### config.mk
export PLATFORM = sky130hd
export DESIGN_NAME = urna_vote_ctrl
export DESIGN_NICKNAME = d
export VERILOG_FILES = /design/src/rtl/urna_pkg.sv /design/src/rtl/urna_lock_timer.sv /design/src/rtl/urna_vote_ctrl.sv
export SDC_FILE = /design/constraint.sdc
export NUM_CORES = 1
export LEC_CHECK = 0
export ABC_AREA = 1
export CAP_MARGIN = 20
export CORE_MARGIN = 3
export CORE_UTILIZATION = 59
export DETAILED_ROUTE_END_ITERATION = 12
export PLACE_DENSITY = 0.78
export SYNTH_ARGS = -nofsm -noshare
export SYNTH_HDL_FRONTEND = slang
export SYNTH_SLANG_ARGS = --single-unit
### constraint.sdc
create_clock -name clk -period 3.6 [get_ports clk]
set_input_delay 0.72 -clock clk [delete_from_list [all_inputs] [get_ports clk]]
set_output_delay 0.72 -clock clk [all_outputs]
set_load 0.01 [all_outputs]
### src/rtl/urna_pkg.sv
// Shared types and constants for the voting-session controller: state codes,
// counter-select codes and default candidate numbers.
package urna_pkg;

  // State codes double as the LCD page code and the HEX0 phase value.
  typedef enum logic [2:0] {
    ST_IDLE    = 3'd0,
    ST_ENTRY   = 3'd1,
    ST_CONFIRM = 3'd2,
    ST_LOCK    = 3'd3,
    ST_SCAN    = 3'd4,
    ST_RESULT  = 3'd5,
    ST_TOTAL1  = 3'd6,
    ST_TOTAL2  = 3'd7
  } state_t;

  localparam int NUM_CAND = 4;
  localparam int NUM_CNT  = 6;

  localparam logic [2:0] SEL_CAND1 = 3'd0;
  localparam logic [2:0] SEL_CAND2 = 3'd1;
  localparam logic [2:0] SEL_CAND3 = 3'd2;
  localparam logic [2:0] SEL_CAND4 = 3'd3;
  localparam logic [2:0] SEL_NULL  = 3'd4;
  localparam logic [2:0] SEL_TOTAL = 3'd5;

  localparam logic [3:0] TIE_DIGIT = 4'd8;

  localparam logic [7:0] DEF_CAND1 = 8'h12;
  localparam logic [7:0] DEF_CAND2 = 8'h13;
  localparam logic [7:0] DEF_CAND3 = 8'h17;
  localparam logic [7:0] DEF_CAND4 = 8'h51;

  function automatic logic [7:0] bcd_pair(input logic [3:0] tens, input logic [3:0] units);
    return {tens, units};
  endfunction

endpackage

### src/rtl/urna_lock_timer.sv
// Loadable down-counter that raises a one-cycle done pulse when it has run
// for load_val+1 cycles after a load.
module urna_lock_timer #(
  parameter int W = 25
) (
  input  logic         clk,
  input  logic         reset,
  input  logic         load,
  input  logic [W-1:0] load_val,
  output logic         done
);

  logic [W-1:0] count_q;
  logic         active_q;

  // NOTE: sequential state uses non-blocking assignments so every register
  // samples the pre-edge value of its neighbours, independent of statement order.
  always_ff @(posedge clk or negedge reset) begin
    if (!reset) begin
      count_q  <= '0;
      active_q <= 1'b0;
    end else if (load) begin
      count_q  <= load_val;
      active_q <= 1'b1;
    end else if (active_q) begin
      if (count_q == '0) active_q <= 1'b0;
      else               count_q  <= count_q - W'(1);
    end
  end

  assign done = active_q && (count_q == '0);

endmodule

### src/rtl/urna_vote_ctrl.sv
// Single-clock voting-session controller: digit entry, confirmation, tally
// commit, post-vote lockout, sequential winner scan and LCD page requests.
module urna_vote_ctrl
  import urna_pkg::*;
#(
  parameter logic [7:0]  CAND1       = DEF_CAND1,
  parameter logic [7:0]  CAND2       = DEF_CAND2,
  parameter logic [7:0]  CAND3       = DEF_CAND3,
  parameter logic [7:0]  CAND4       = DEF_CAND4,
  parameter int unsigned LOCK_CYCLES = 25000000,
  parameter int          CNT_W       = 6
) (
  input  logic             clk,
  input  logic             reset,
  input  logic             key_next,
  input  logic             key_cancel,
  input  logic             chave,
  input  logic [3:0]       dig_tens,
  input  logic [3:0]       dig_units,
  output logic             lcd_req,
  output logic [2:0]       lcd_page,
  input  logic             lcd_ack,
  output logic [3:0]       phase,
  output logic             buzzer,
  input  logic [2:0]       rd_sel,
  output logic [CNT_W-1:0] rd_cnt,
  output logic [3:0]       win_tens,
  output logic [3:0]       win_units
);

  localparam int                TMR_W     = $clog2(LOCK_CYCLES + 1);
  localparam logic [TMR_W-1:0]  LOCK_LOAD = TMR_W'(LOCK_CYCLES - 1);
  localparam logic [CNT_W-1:0]  CNT_MAX   = '1;

  state_t           state_q, state_d;
  logic             reenter, commit, enter;
  logic             next_p, cancel_p;
  logic             lock_done;
  logic [2:0]       vote_sel;
  logic [7:0]       cand_num [NUM_CAND];
  logic [CNT_W-1:0] cnt_q    [NUM_CNT];

  logic [1:0]       scan_idx_q;
  logic [CNT_W-1:0] max_q, max_d, scan_cnt;
  logic             tie_q, tie_d;
  logic [1:0]       win_idx_q, win_idx_d;

  assign cand_num[0] = CAND1;
  assign cand_num[1] = CAND2;
  assign cand_num[2] = CAND3;
  assign cand_num[3] = CAND4;

  // Keys only count while the LCD writer is idle; cancel beats next.
  assign cancel_p = key_cancel && !lcd_req;
  assign next_p   = key_next && !key_cancel && !lcd_req;

  // NOTE: every signal written here gets a default first so no path leaves
  // it unassigned, which would otherwise infer a latch.
  always_comb begin
    state_d = state_q;
    reenter = 1'b0;
    commit  = 1'b0;
    case (state_q)
      ST_IDLE:    if (next_p) state_d = chave ? ST_SCAN : ST_ENTRY;
      ST_ENTRY: begin
        if (cancel_p)    reenter = 1'b1;
        else if (next_p) state_d = ST_CONFIRM;
      end
      ST_CONFIRM: begin
        if (cancel_p) state_d = ST_ENTRY;
        else if (next_p) begin
          state_d = ST_LOCK;
          commit  = 1'b1;
        end
      end
      ST_LOCK:    if (lock_done) state_d = ST_IDLE;
      ST_SCAN:    if (scan_idx_q == 2'd3) state_d = ST_RESULT;
      ST_RESULT:  if (next_p) state_d = ST_TOTAL1;
      ST_TOTAL1:  if (next_p) state_d = ST_TOTAL2;
      ST_TOTAL2:  if (next_p) state_d = ST_IDLE;
      default:    state_d = ST_IDLE;
    endcase
  end

  assign enter = (state_d != state_q) || reenter;

  always_ff @(posedge clk or negedge reset) begin
    if (!reset) state_q <= ST_IDLE;
    else        state_q <= state_d;
  end

  assign phase  = {1'b0, state_q};
  assign buzzer = (state_q == ST_LOCK);

  // A new entry overrides a pending request; ack only clears an idle-free request.
  always_ff @(posedge clk or negedge reset) begin
    if (!reset) begin
      lcd_req  <= 1'b0;
      lcd_page <= 3'd0;
    end else if (enter) begin
      lcd_req  <= 1'b1;
      lcd_page <= state_d;
    end else if (lcd_ack) begin
      lcd_req  <= 1'b0;
    end
  end

  urna_lock_timer #(.W(TMR_W)) u_lock_timer (
    .clk      (clk),
    .reset    (reset),
    .load     (commit),
    .load_val (LOCK_LOAD),
    .done     (lock_done)
  );

  // Lowest-numbered matching candidate wins; no match goes to the null counter.
  always_comb begin
    vote_sel = SEL_NULL;
    for (int i = NUM_CAND - 1; i >= 0; i--) begin
      if (bcd_pair(dig_tens, dig_units) == cand_num[i]) vote_sel = 3'(i);
    end
  end

  // NOTE: the counter array is a handful of flops that must read zero right
  // after reset, so it is reset explicitly rather than left as an unreset RAM.
  always_ff @(posedge clk or negedge reset) begin
    if (!reset) begin
      for (int i = 0; i < NUM_CNT; i++) cnt_q[i] <= '0;
    end else if (commit) begin
      if (cnt_q[vote_sel] != CNT_MAX)  cnt_q[vote_sel]  <= cnt_q[vote_sel] + CNT_W'(1);
      if (cnt_q[SEL_TOTAL] != CNT_MAX) cnt_q[SEL_TOTAL] <= cnt_q[SEL_TOTAL] + CNT_W'(1);
    end
  end

  always_comb begin
    rd_cnt = '0;
    if (rd_sel <= SEL_TOTAL) rd_cnt = cnt_q[rd_sel];
  end

  always_comb begin
    scan_cnt  = cnt_q[{1'b0, scan_idx_q}];
    max_d     = max_q;
    tie_d     = tie_q;
    win_idx_d = win_idx_q;
    if (scan_cnt > max_q) begin
      max_d     = scan_cnt;
      win_idx_d = scan_idx_q;
      tie_d     = 1'b0;
    end else if ((scan_cnt == max_q) && (scan_cnt != '0)) begin
      tie_d     = 1'b1;
    end
  end

  // One candidate per SCAN cycle; the winner digits land with the last step.
  always_ff @(posedge clk or negedge reset) begin
    if (!reset) begin
      scan_idx_q <= 2'd0;
      max_q      <= '0;
      tie_q      <= 1'b0;
      win_idx_q  <= 2'd0;
      win_tens   <= TIE_DIGIT;
      win_units  <= TIE_DIGIT;
    end else if ((state_d == ST_SCAN) && (state_q != ST_SCAN)) begin
      scan_idx_q <= 2'd0;
      max_q      <= '0;
      tie_q      <= 1'b0;
      win_idx_q  <= 2'd0;
    end else if (state_q == ST_SCAN) begin
      scan_idx_q <= scan_idx_q + 2'd1;
      max_q      <= max_d;
      tie_q      <= tie_d;
      win_idx_q  <= win_idx_d;
      if (scan_idx_q == 2'd3) begin
        if (tie_d || (max_d == '0)) begin
          win_tens  <= TIE_DIGIT;
          win_units <= TIE_DIGIT;
        end else begin
          win_tens  <= cand_num[win_idx_d][7:4];
          win_units <= cand_num[win_idx_d][3:0];
        end
      end
    end
  end

endmodule

==> results of run 1 <==
[cell usage in the layout (no fill, tap or decap), types with 2 or more instances in the layout]
master and instances:
nand2_1 168, inv_1 95, dfrtp_1 85, o21ai_0 81, nor2_1 70, nand3_1 48
a21oi_1 36, clkdlybuf4s50_1 36, o21ai_1 27, nand4_1 15, nor3_1 11, ha_1 11
nand3_2 10, clkbuf_8 10, nand2_2 8, buf_4 8, o211ai_1 7, xor2_1 6
inv_2 4, nor2_2 4, nand2_4 4, nor2_4 4, clkinv_4 3, nor2_8 2
clkinv_1 2, a21boi_0 2, o22ai_1 2, o21a_1 2, nand3_4 2, nand3b_1 2
xnor2_1 2, nor4_1 2, conb_1 2
[cells by family after synthesis]
group,synth area share (%)
AND/OR/NAND/NOR,30.79
AO/OA/AOI/OAI,15.60
buffers and inverters,9.972
flip-flops,39.73
adder cells (fa/ha/maj),2.539
XOR/XNOR,1.293
other,0.06919
[Yosys cell counts]
library cell,count,share of area (%)
nand2_1,168,12
inv_1,95,6.6
dfrtp_1,85,39
o21ai_0,81,7.5
nor2_1,70,4.8
nand3_1,48,4.4
a21oi_1,36,3.3
o21ai_1,27,2.5
nand4_1,15,1.7
ha_1,11,2.5
nor3_1,11,1.0
nand3_2,10,1.8
nand2_2,8,0.92
o211ai_1,7,0.97
buf_6,6,1.2
clkbuf_1,6,0.42
xor2_1,6,0.97
buf_2,5,0.46
buf_4,5,0.69
inv_2,4,0.28
nand2_4,4,0.83
nor2_2,4,0.46
nor2_4,4,0.83
a21boi_0,2,0.28
clkinv_1,2,0.14
nand3_4,2,0.65
nand3b_1,2,0.28
nor2_8,2,0.74
nor4_1,2,0.23
o21a_1,2,0.28
o22ai_1,2,0.23
xnor2_1,2,0.32
a211oi_1,1,0.14
a31oi_1,1,0.12
buf_1,1,0.069
clkbuf_2,1,0.092
conb_1,1,0.069
dfstp_2,1,0.48
nand3b_2,1,0.21
nor3b_1,1,0.14
o21bai_1,1,0.14
o32ai_1,1,0.16
[metrics by stage]
step	cell area [sq um]	cells	total power (uW)	setup slack, ns
2_1_floorplan	5424	745	2521	1.032
4_1_cts	6027	889	3726	0.2944
3_3_place_gp	5818	873	2938	0.3304
3_5_place_dp	5818	873	2998	0.3124
6_report	6055	890	3715	0.2898
5_1_grt	6055	890	4074	0.08069
[metal layers]
metal  wire length, um  global-route usage (%)
met4               198                   8.073
met1              5977                   38.86
met2              5961                   40.90
met5                 0                       0
met3               995                   6.007
[power by group through the flow]
stage | sequential (uW) | clock, uW | combinational (uW)
after floorplan | 1340 | 0 | 1190
after global placement | 1370 | 0 | 1570
after detailed placement | 1380 | 0 | 1620
after CTS | 1360 | 733 | 1630
after global routing | 1390 | 773 | 1910
final | 1360 | 718 | 1640
[worst min-delay path by stage]
| stage | start | to | slack, ns | cells past startpoint |
|---|---|---|---|---|
| 3_3_place_gp | cnt_q[4] | cnt_q[4] | 0.46 | 1 |
| 3_5_place_dp | win_units[0] | win_units[0] | 0.47 | 2 |
| 6_report | reset | lcd_page[2] | 0.20 | 1 |
| 4_1_cts | win_units[2] | win_units[2] | 0.49 | 2 |
| 5_1_grt | reset | lcd_page[1] | 0.19 | 1 |
| 2_1_floorplan | reset | cnt_q[0] | 0.42 | 0 |
[state kept, by name, indices dropped and copies added (netlist names)]
register,cells
win_idx_q,2
scan_idx_q,2
u_lock_timer.count_q,25
state_q,3
win_tens,3
win_units,3
lcd_page,3
max_q,6
cnt_q,36
tie_q,1
u_lock_timer.active_q,1
lcd_req,1
[cell type report]
cell class                      count  share of cell area (%)
Clock buffer                       11                   2.335
Inverter                          101                   6.262
Tap cell                          108                   2.232
Multi-Input combinational cell    534                   45.09
Sequential cell                    86                   35.57
Timing Repair Buffer               45                   7.398
Clock inverter                      5                   1.116
==> flow_summary.yaml, run 1 <==
outcome:
  status: "finished clean"
final_layout:
  n_antenna_cell: 0
  multiInputGateArea_sq_mm: 0.002730
  drive_above_1_share_pct: 8.184
  syn_to_final_growth_pct: 11.70
  final_core_util_pct: 68.76
  nets: 805
  seq_area_sq_mm: 0.002153
  fill_cells: 742
critical_path:
  critPathMaxStageDelay_ns: 0.58
  reg2reg_setup_slack_ns: 0.50
  worstSetupPathType: "in2out"
  worstPathArrival_ns: 2.59
  r2r_start: "scan_idx_q[0]"
  reg2reg_depth: 14
  worst_path_max_delay_cell: "clkdlybuf4s50_1"
  required_ns: 2.88
  crit_chain: "clkdlybuf4s50_1 -> buf_4 -> o21ai_0 -> a21oi_1 -> o32ai_1 -> clkdlybuf4s50_1"
  end_kind: "output pin"
  path_buf_inv: 3
  critPathLaunch: "rd_sel[0]"
  path_delay_family: "buffers and inverters"
  worst-path-stages: 6
  cp_common_cell: "clkdlybuf4s50_1"
  worstSetupStartpointType: "input pin"
  reg2reg_to: "win_tens[3]"
  cp_max_fo: 15
  endpoint: "rd_cnt[3]"
floorplan:
  num_rows: 34
  die_x_um: 101.8
  core_sq_mm: 0.008806
  initial_core_util_pct: 61.55
  die_area_sq_mm: 0.01037
  die_y_um: 101.8
  pin_count: 40
timing:
  timing.final.crit_share_pct: 91.95
  holdWs_ns: 0.1975
  fmax_mhz: 302.1
  clock_skew_ns: 0.01882
  worst_pin_slew_ns: 0.7250
  hold_violations: 0
  tns_ns: 0
  fin_crit_ns: 3.310
  finalSetupViolCount: 0
  final_max_slew_viol_count: 0
  rsz0062_at_grt: "no"
  slew_headroom_pct: 51.66
route:
  avgViaCountPerCell: 5.683
  wl_mm: 13.13
  dr.pass1.iters: 5
  dr.first_iter.drc_count: 387
  antenna_left: 0
  routedWlPerCell_um: 14.76
  drcViolationCount: 0
  vias: 5058
clock_network:
  clkTransAtPathRegs_ns: 0.10
  cts_sinks: 86
  postCtsResizedCells: 0
  clockBufferDepth: 2
  cts_setup_buffers: 0
  clockRootBuffer: "clkbuf_8"
  cts_hold_buf: 0
  htreeDepth: 3
  cts_tree: "yes"
  insertion_delay_ns: 0.36
  cts_buffers: 9
global_routing:
  grt_pass1_vias: 4647
  antenna_found_initial: 0
  grt_overflow_total: 0
  gr-usage-all-layers_pct: 26.92
  grt_max_degree: 87
  grt_pass1_wl_mm: 22.26
power_and_ir_drop:
  p_seq_share_pct: 36.7
  intPower_uw: 2122
  leakage_uw: 0.002855
  clkPwrFrac_pct: 19.3
  combPwrFrac_pct: 44.0
  peakVddDrop_mv: 0.4083
  sw_frac_of_total_pct: 42.87
  p_per_area_mw_per_mm2: 613.6
  power_switching_uw: 1593
placed_design:
  portBuffers: 37
  dpl.hpwl_mm: 9.583
  gp_congestion: 1.010
synth:
  avgSynthCellArea_sq_um: 7.285
  ys_types: 42
  ys_seq_area_share_pct: 39.73
  synth_warnings: 0
  synth-seq-cells: 86
  syn_area_sq_mm: 0.005420
  syn_inst: 744
min_path:
  hold_class: "in2async"
job:
  cap_violations: 0
(Power assumes the default switching activity.)
==> run 2, diff against run 1 <==
- clock period: 3.6 -> 3.2 ns (I/O delays scaled with it)
==> flow_summary.yaml, run 2 (synthesis gave the netlist of run 1 again) <==
outcome:
  status: "finished clean"
timing:
  fmax_mhz: 328.1
  rsz0062_at_grt: "no"
  tns_ns: 0
  final_max_slew_viol_count: 0
  finalSetupViolCount: 0
  clock_skew_ns: 0.02070
  hold_violations: 0
  holdWs_ns: 0.09804
  fin_crit_ns: 3.048
  timing.final.crit_share_pct: 95.24
critical_path:
  reg2reg_setup_slack_ns: 0.35
  reg2reg_to: "win_units[1]"
  end_kind: "output pin"
  r2r_start: "scan_idx_q[0]"
  critPathLaunch: "rd_sel[1]"
  required_ns: 2.56
  worstSetupStartpointType: "input pin"
  worstSetupPathType: "in2out"
  endpoint: "rd_cnt[3]"
  reg2reg_depth: 16
  cp_max_fo: 6
  worstPathArrival_ns: 2.41
clock_network:
  clockBufferDepth: 2
  cts_tree: "yes"
  cts_buffers: 9
  insertion_delay_ns: 0.36
  cts_sinks: 86
  cts_setup_buffers: 0
  clockRootBuffer: "clkbuf_8"
  htreeDepth: 3
  clkTransAtPathRegs_ns: 0.10
global_routing:
  antenna_found_initial: 0
  grt_overflow_total: 0
  gr-usage-all-layers_pct: 26.57
  grt_pass1_vias: 4645
  grt_pass1_wl_mm: 22.14
  grt_max_degree: 87
route:
  routedWlPerCell_um: 14.57
  antenna_left: 0
  vias: 5059
  drcViolationCount: 0
  dr.first_iter.drc_count: 338
  avgViaCountPerCell: 5.627
  dr.pass1.iters: 5
  wl_mm: 13.10
power_and_ir_drop:
  peakVddDrop_mv: 0.3793
  leakage_uw: 0.002902
  p_per_area_mw_per_mm2: 689.9
final_layout:
  nets: 814
  largest_register_ffs: 36
  layout_common_cells: "167 x nand2_1, 95 x inv_1, 84 x dfrtp_1, 81 x o21ai_0, 70 x nor2_1"
  regMostFlops: "cnt_q"
  n_antenna_cell: 0
  reg.largest.list: "cnt_q x36, u_lock_timer.count_q x25, max_q x6"
  syn_to_final_growth_pct: 12.97
  instances_no_fill: 899
  mostFrequentLayoutCell: "nand2_1"
  drive_above_1_share_pct: 9.482
floorplan:
  die_x_um: 101.8
  die_y_um: 101.8
  initial_core_util_pct: 61.55
  die_area_sq_mm: 0.01037
  pin_count: 40
  num_rows: 34
  core_sq_mm: 0.008806
placed_design:
  gp_congestion: 0.9415
  portBuffers: 37
  dpl.hpwl_mm: 9.892
  placed_cells: 882
job:
  cap_violations: 0
min_path:
  hold_class: "in2async"
## run 2: changes by cell type in the layout (fill, tap and decap cells not counted)
cell and change:
dlymetal6s2s_1 +1, nand2_2 +1, dfrtp_2 +1, clkinv_4 -2, dfrtp_1 -1, buf_4 +9
clkbuf_8 -1, nand2_1 -1, inv_6 +3, clkdlybuf4s50_1 -1
## run 2: worst min path at each step
stage / cells past startpoint / to / start
finish: 1 / u_lock_timer.count_q[1] / reset
global route: 1 / u_lock_timer.count_q[1] / reset
CTS: 1 / cnt_q[4] / cnt_q[4]
detailed placement: 1 / cnt_q[4] / cnt_q[4]
global placement: 1 / cnt_q[4] / cnt_q[4]
floorplan: 0 / cnt_q[0] / reset
## run 2: final cells by class
cell class                      instances  area [sq um]
Clock buffer                           10         127.6
Inverter                              101         379.1
Fill cell                             784          2683
Multi-Input combinational cell        534          2733
Timing Repair Buffer                   54         518.0
Tap cell                              108         135.1
Sequential cell                        86          2155
Clock inverter                          6         76.32
## run 2: timing repair
item / 4_1_cts / 5_1_grt
setup endpoints to repair: 0 / 14
gates resized for setup: 0 / 3
hold buffers: 0 / 0
## run 2: metal layers
layer / track usage (%) / wire [um] / share of wire, %
met1: 39.19 / 6024 / 46
met2: 42.35 / 6031 / 46
met3: 3.823 / 931 / 7.1
met4: 5.146 / 110 / 0.84
met5: 0 / 0 / 0
## run 2: metrics by stage
step / utilization (%) / area, sq um / worst slack (ns) / power, uW
floorplan: - / 5424 / 0.6451 / 2836
global placement: 66.84 / 5886 / 0.08147 / 3341
detailed placement: 66.84 / 5886 / 0.05868 / 3406
CTS: 69.15 / 6090 / 0.03934 / 4211
global route: 69.54 / 6123 / 0.01197 / 4595
finish: 69.54 / 6123 / 0.1523 / 4224
## run 2: worst max-delay path, cell delays in order
cell	delay, ns
clkdlybuf4s50_1	0.54
clkinv_1	0.18
o21ai_0	0.11
a21oi_1	0.06
o32ai_1	0.29
clkdlybuf4s50_1	0.59
## run 2: where the power goes
group	internal [uW]	switching, uW
logic	696	1200
clock network	377	424
registers	1320	205
total	2400	1830
==> run 3, diff against run 2 <==
--- a/config.mk
+++ b/config.mk
@@ -10,5 +10,7 @@
 export CORE_MARGIN = 3
-export CORE_UTILIZATION = 59
+export CORE_UTILIZATION = 61
+export CTS_BUF_LIST = sky130_fd_sc_hd__clkbuf_8
 export DETAILED_ROUTE_END_ITERATION = 12
-export PLACE_DENSITY = 0.78
+export PLACE_DENSITY = 0.81
+export SKIP_LAST_GASP = 1
 export SYNTH_ARGS = -nofsm -noshare
--- a/constraint.sdc
+++ b/constraint.sdc
@@ -3,2 +3,2 @@
 set_output_delay 0.64 -clock clk [all_outputs]
-set_load 0.01 [all_outputs]
+set_load 0.02 [all_outputs]
==> flow_summary.yaml, run 3 (synthesis gave the netlist of run 1 again) <==
timing:
  tns_ns: 0
  rsz0062_at_grt: "no"
  fmax_mhz: 324.2
  clock_skew_ns: 0.01631
  worst_pin_slew_ns: 0.5021
  timing.final.crit_share_pct: 96.39
  finalSetupViolCount: 0
  fin_crit_ns: 3.084
  holdWs_ns: 0.2264
  hold_violations: 0
  slew_headroom_pct: 66.53
  final_max_slew_viol_count: 0
critical_path:
  worstSetupPathType: "in2out"
  reg2reg_setup_slack_ns: 0.38
  r2r_start: "scan_idx_q[0]"
  worstSetupStartpointType: "input pin"
  endpoint: "rd_cnt[1]"
  required_ns: 2.56
  reg2reg_depth: 16
  worst_path_max_delay_cell: "clkdlybuf4s50_1"
  worstPathArrival_ns: 2.44
  critPathLaunch: "rd_sel[1]"
  critPathMaxStageDelay_ns: 0.64
  crit_chain: "clkdlybuf4s50_1 -> buf_4 -> nor2_1 -> o21ai_0 -> o21ai_0 -> clkdlybuf4s50_1"
  end_kind: "output pin"
  cp_max_fo: 5
  reg2reg_to: "win_units[1]"
clock_network:
  cts_hold_buf: 0
  clockBufferDepth: 2
  cts_sinks: 86
  cts_buffers: 9
  insertion_delay_ns: 0.37
  htreeDepth: 3
  cts_tree: "yes"
  cts_setup_buffers: 0
  clkTransAtPathRegs_ns: 0.10
  clockRootBuffer: "clkbuf_8"
  postCtsResizedCells: 0
power_and_ir_drop:
  p_per_area_mw_per_mm2: 699.4
  power_uw: 4260
  peakVddDrop_mv: 0.3720
  leakage_uw: 0.002890
route:
  routedWlPerCell_um: 14.92
  antenna_left: 0
  dr.pass1.iters: 8
  dr.first_iter.drc_count: 423
  wl_mm: 13.32
  drcViolationCount: 0
  vias: 5133
  avgViaCountPerCell: 5.748
final_layout:
  largest_register_ffs: 36
  drive_above_1_share_pct: 9.264
  final_core_util_pct: 72.31
  regMostFlops: "cnt_q"
  n_antenna_cell: 0
  syn_to_final_growth_pct: 12.37
  mostFrequentLayoutCell: "nand2_1"
  nets: 812
  reg.largest.list: "cnt_q x36, u_lock_timer.count_q x25, max_q x6"
  layout_common_cells: "167 x nand2_1, 95 x inv_1, 84 x dfrtp_1, 81 x o21ai_0, 70 x nor2_1"
global_routing:
  gr-usage-all-layers_pct: 27.90
  grt_pass1_vias: 4894
  antenna_found_initial: 0
  grt_pass1_wl_mm: 22.63
  grt_overflow_total: 0
  grt_max_degree: 50
outcome:
  status: "finished clean"
floorplan:
  die_x_um: 100.3
  die_y_um: 100.3
  initial_core_util_pct: 64.35
  pin_count: 40
  die_area_sq_mm: 0.01005
  num_rows: 33
  core_sq_mm: 0.008423
placed_design:
  gp_congestion: 1.005
  dpl.hpwl_mm: 10.00
  portBuffers: 37
job:
  cap_violations: 0
min_path:
  hold_class: "in2async"
==> run 3: changes by cell type in the layout (fill, tap and decap cells not counted), sizes merged <==
cell,delta
inv,-4
buf,-2
clkinvlp,+1
clkinv,+2
==> run 3: report_power, final <==
part	total [uW]	switching (uW)	leakage (uW)	internal [uW]
clock	779	400	0.0000983	379
combinational	1950	1270	0.00170	688
sequential	1530	204	0.00109	1320
total	4260	1870	0.00289	2390
==> run 3: worst min-delay path by stage <==
stage	startpoint	end	slack (ns)	cells after the start
6_report	reset	lcd_req	0.23	1
5_1_grt	reset	lcd_req	0.25	1
4_1_cts	reset	lcd_req	0.24	1
3_5_place_dp	cnt_q[4]	cnt_q[4]	0.46	1
3_3_place_gp	cnt_q[4]	cnt_q[4]	0.46	1
2_1_floorplan	reset	cnt_q[0]	0.34	0
==> run 3: area by class of cell <==
class | count | area [sq um]
sequential | 86 | 2155
inverter | 101 | 379.1
multi-input combinational | 534 | 2733
fill | 702 | 2332
tap | 105 | 131.4
clock buffer | 10 | 137.6
clock inverter | 5 | 60.06
timing repair buffer | 52 | 495.5
==> run 3: metrics by stage <==
step,area (sq um),cells,worst slack [ns]
global route,6091,893,0.004019
detailed placement,5887,878,0.1101
floorplan,5424,745,0.6451
global placement,5887,878,0.1433
CTS,6085,893,0.08222
finish,6091,893,0.1156
==> run 3: worst max-delay path, delay by kind of cell <==
| kind | cells | cell delay [ns] |
|---|---|---|
| compound gates | 2 | 0.34 |
| buf+inv | 3 | 1.25 |
| simple gates | 1 | 0.22 |
==> run 3: metal layers <==
metal	part of all wire (%)	up-vias	GRT usage [%]
met5	0	-	0
met4	1.4	0	8.808
met3	9.3	24	4.934
met2	46	236	44.70
met1	44	2382	38.65
li1	-	2491	-
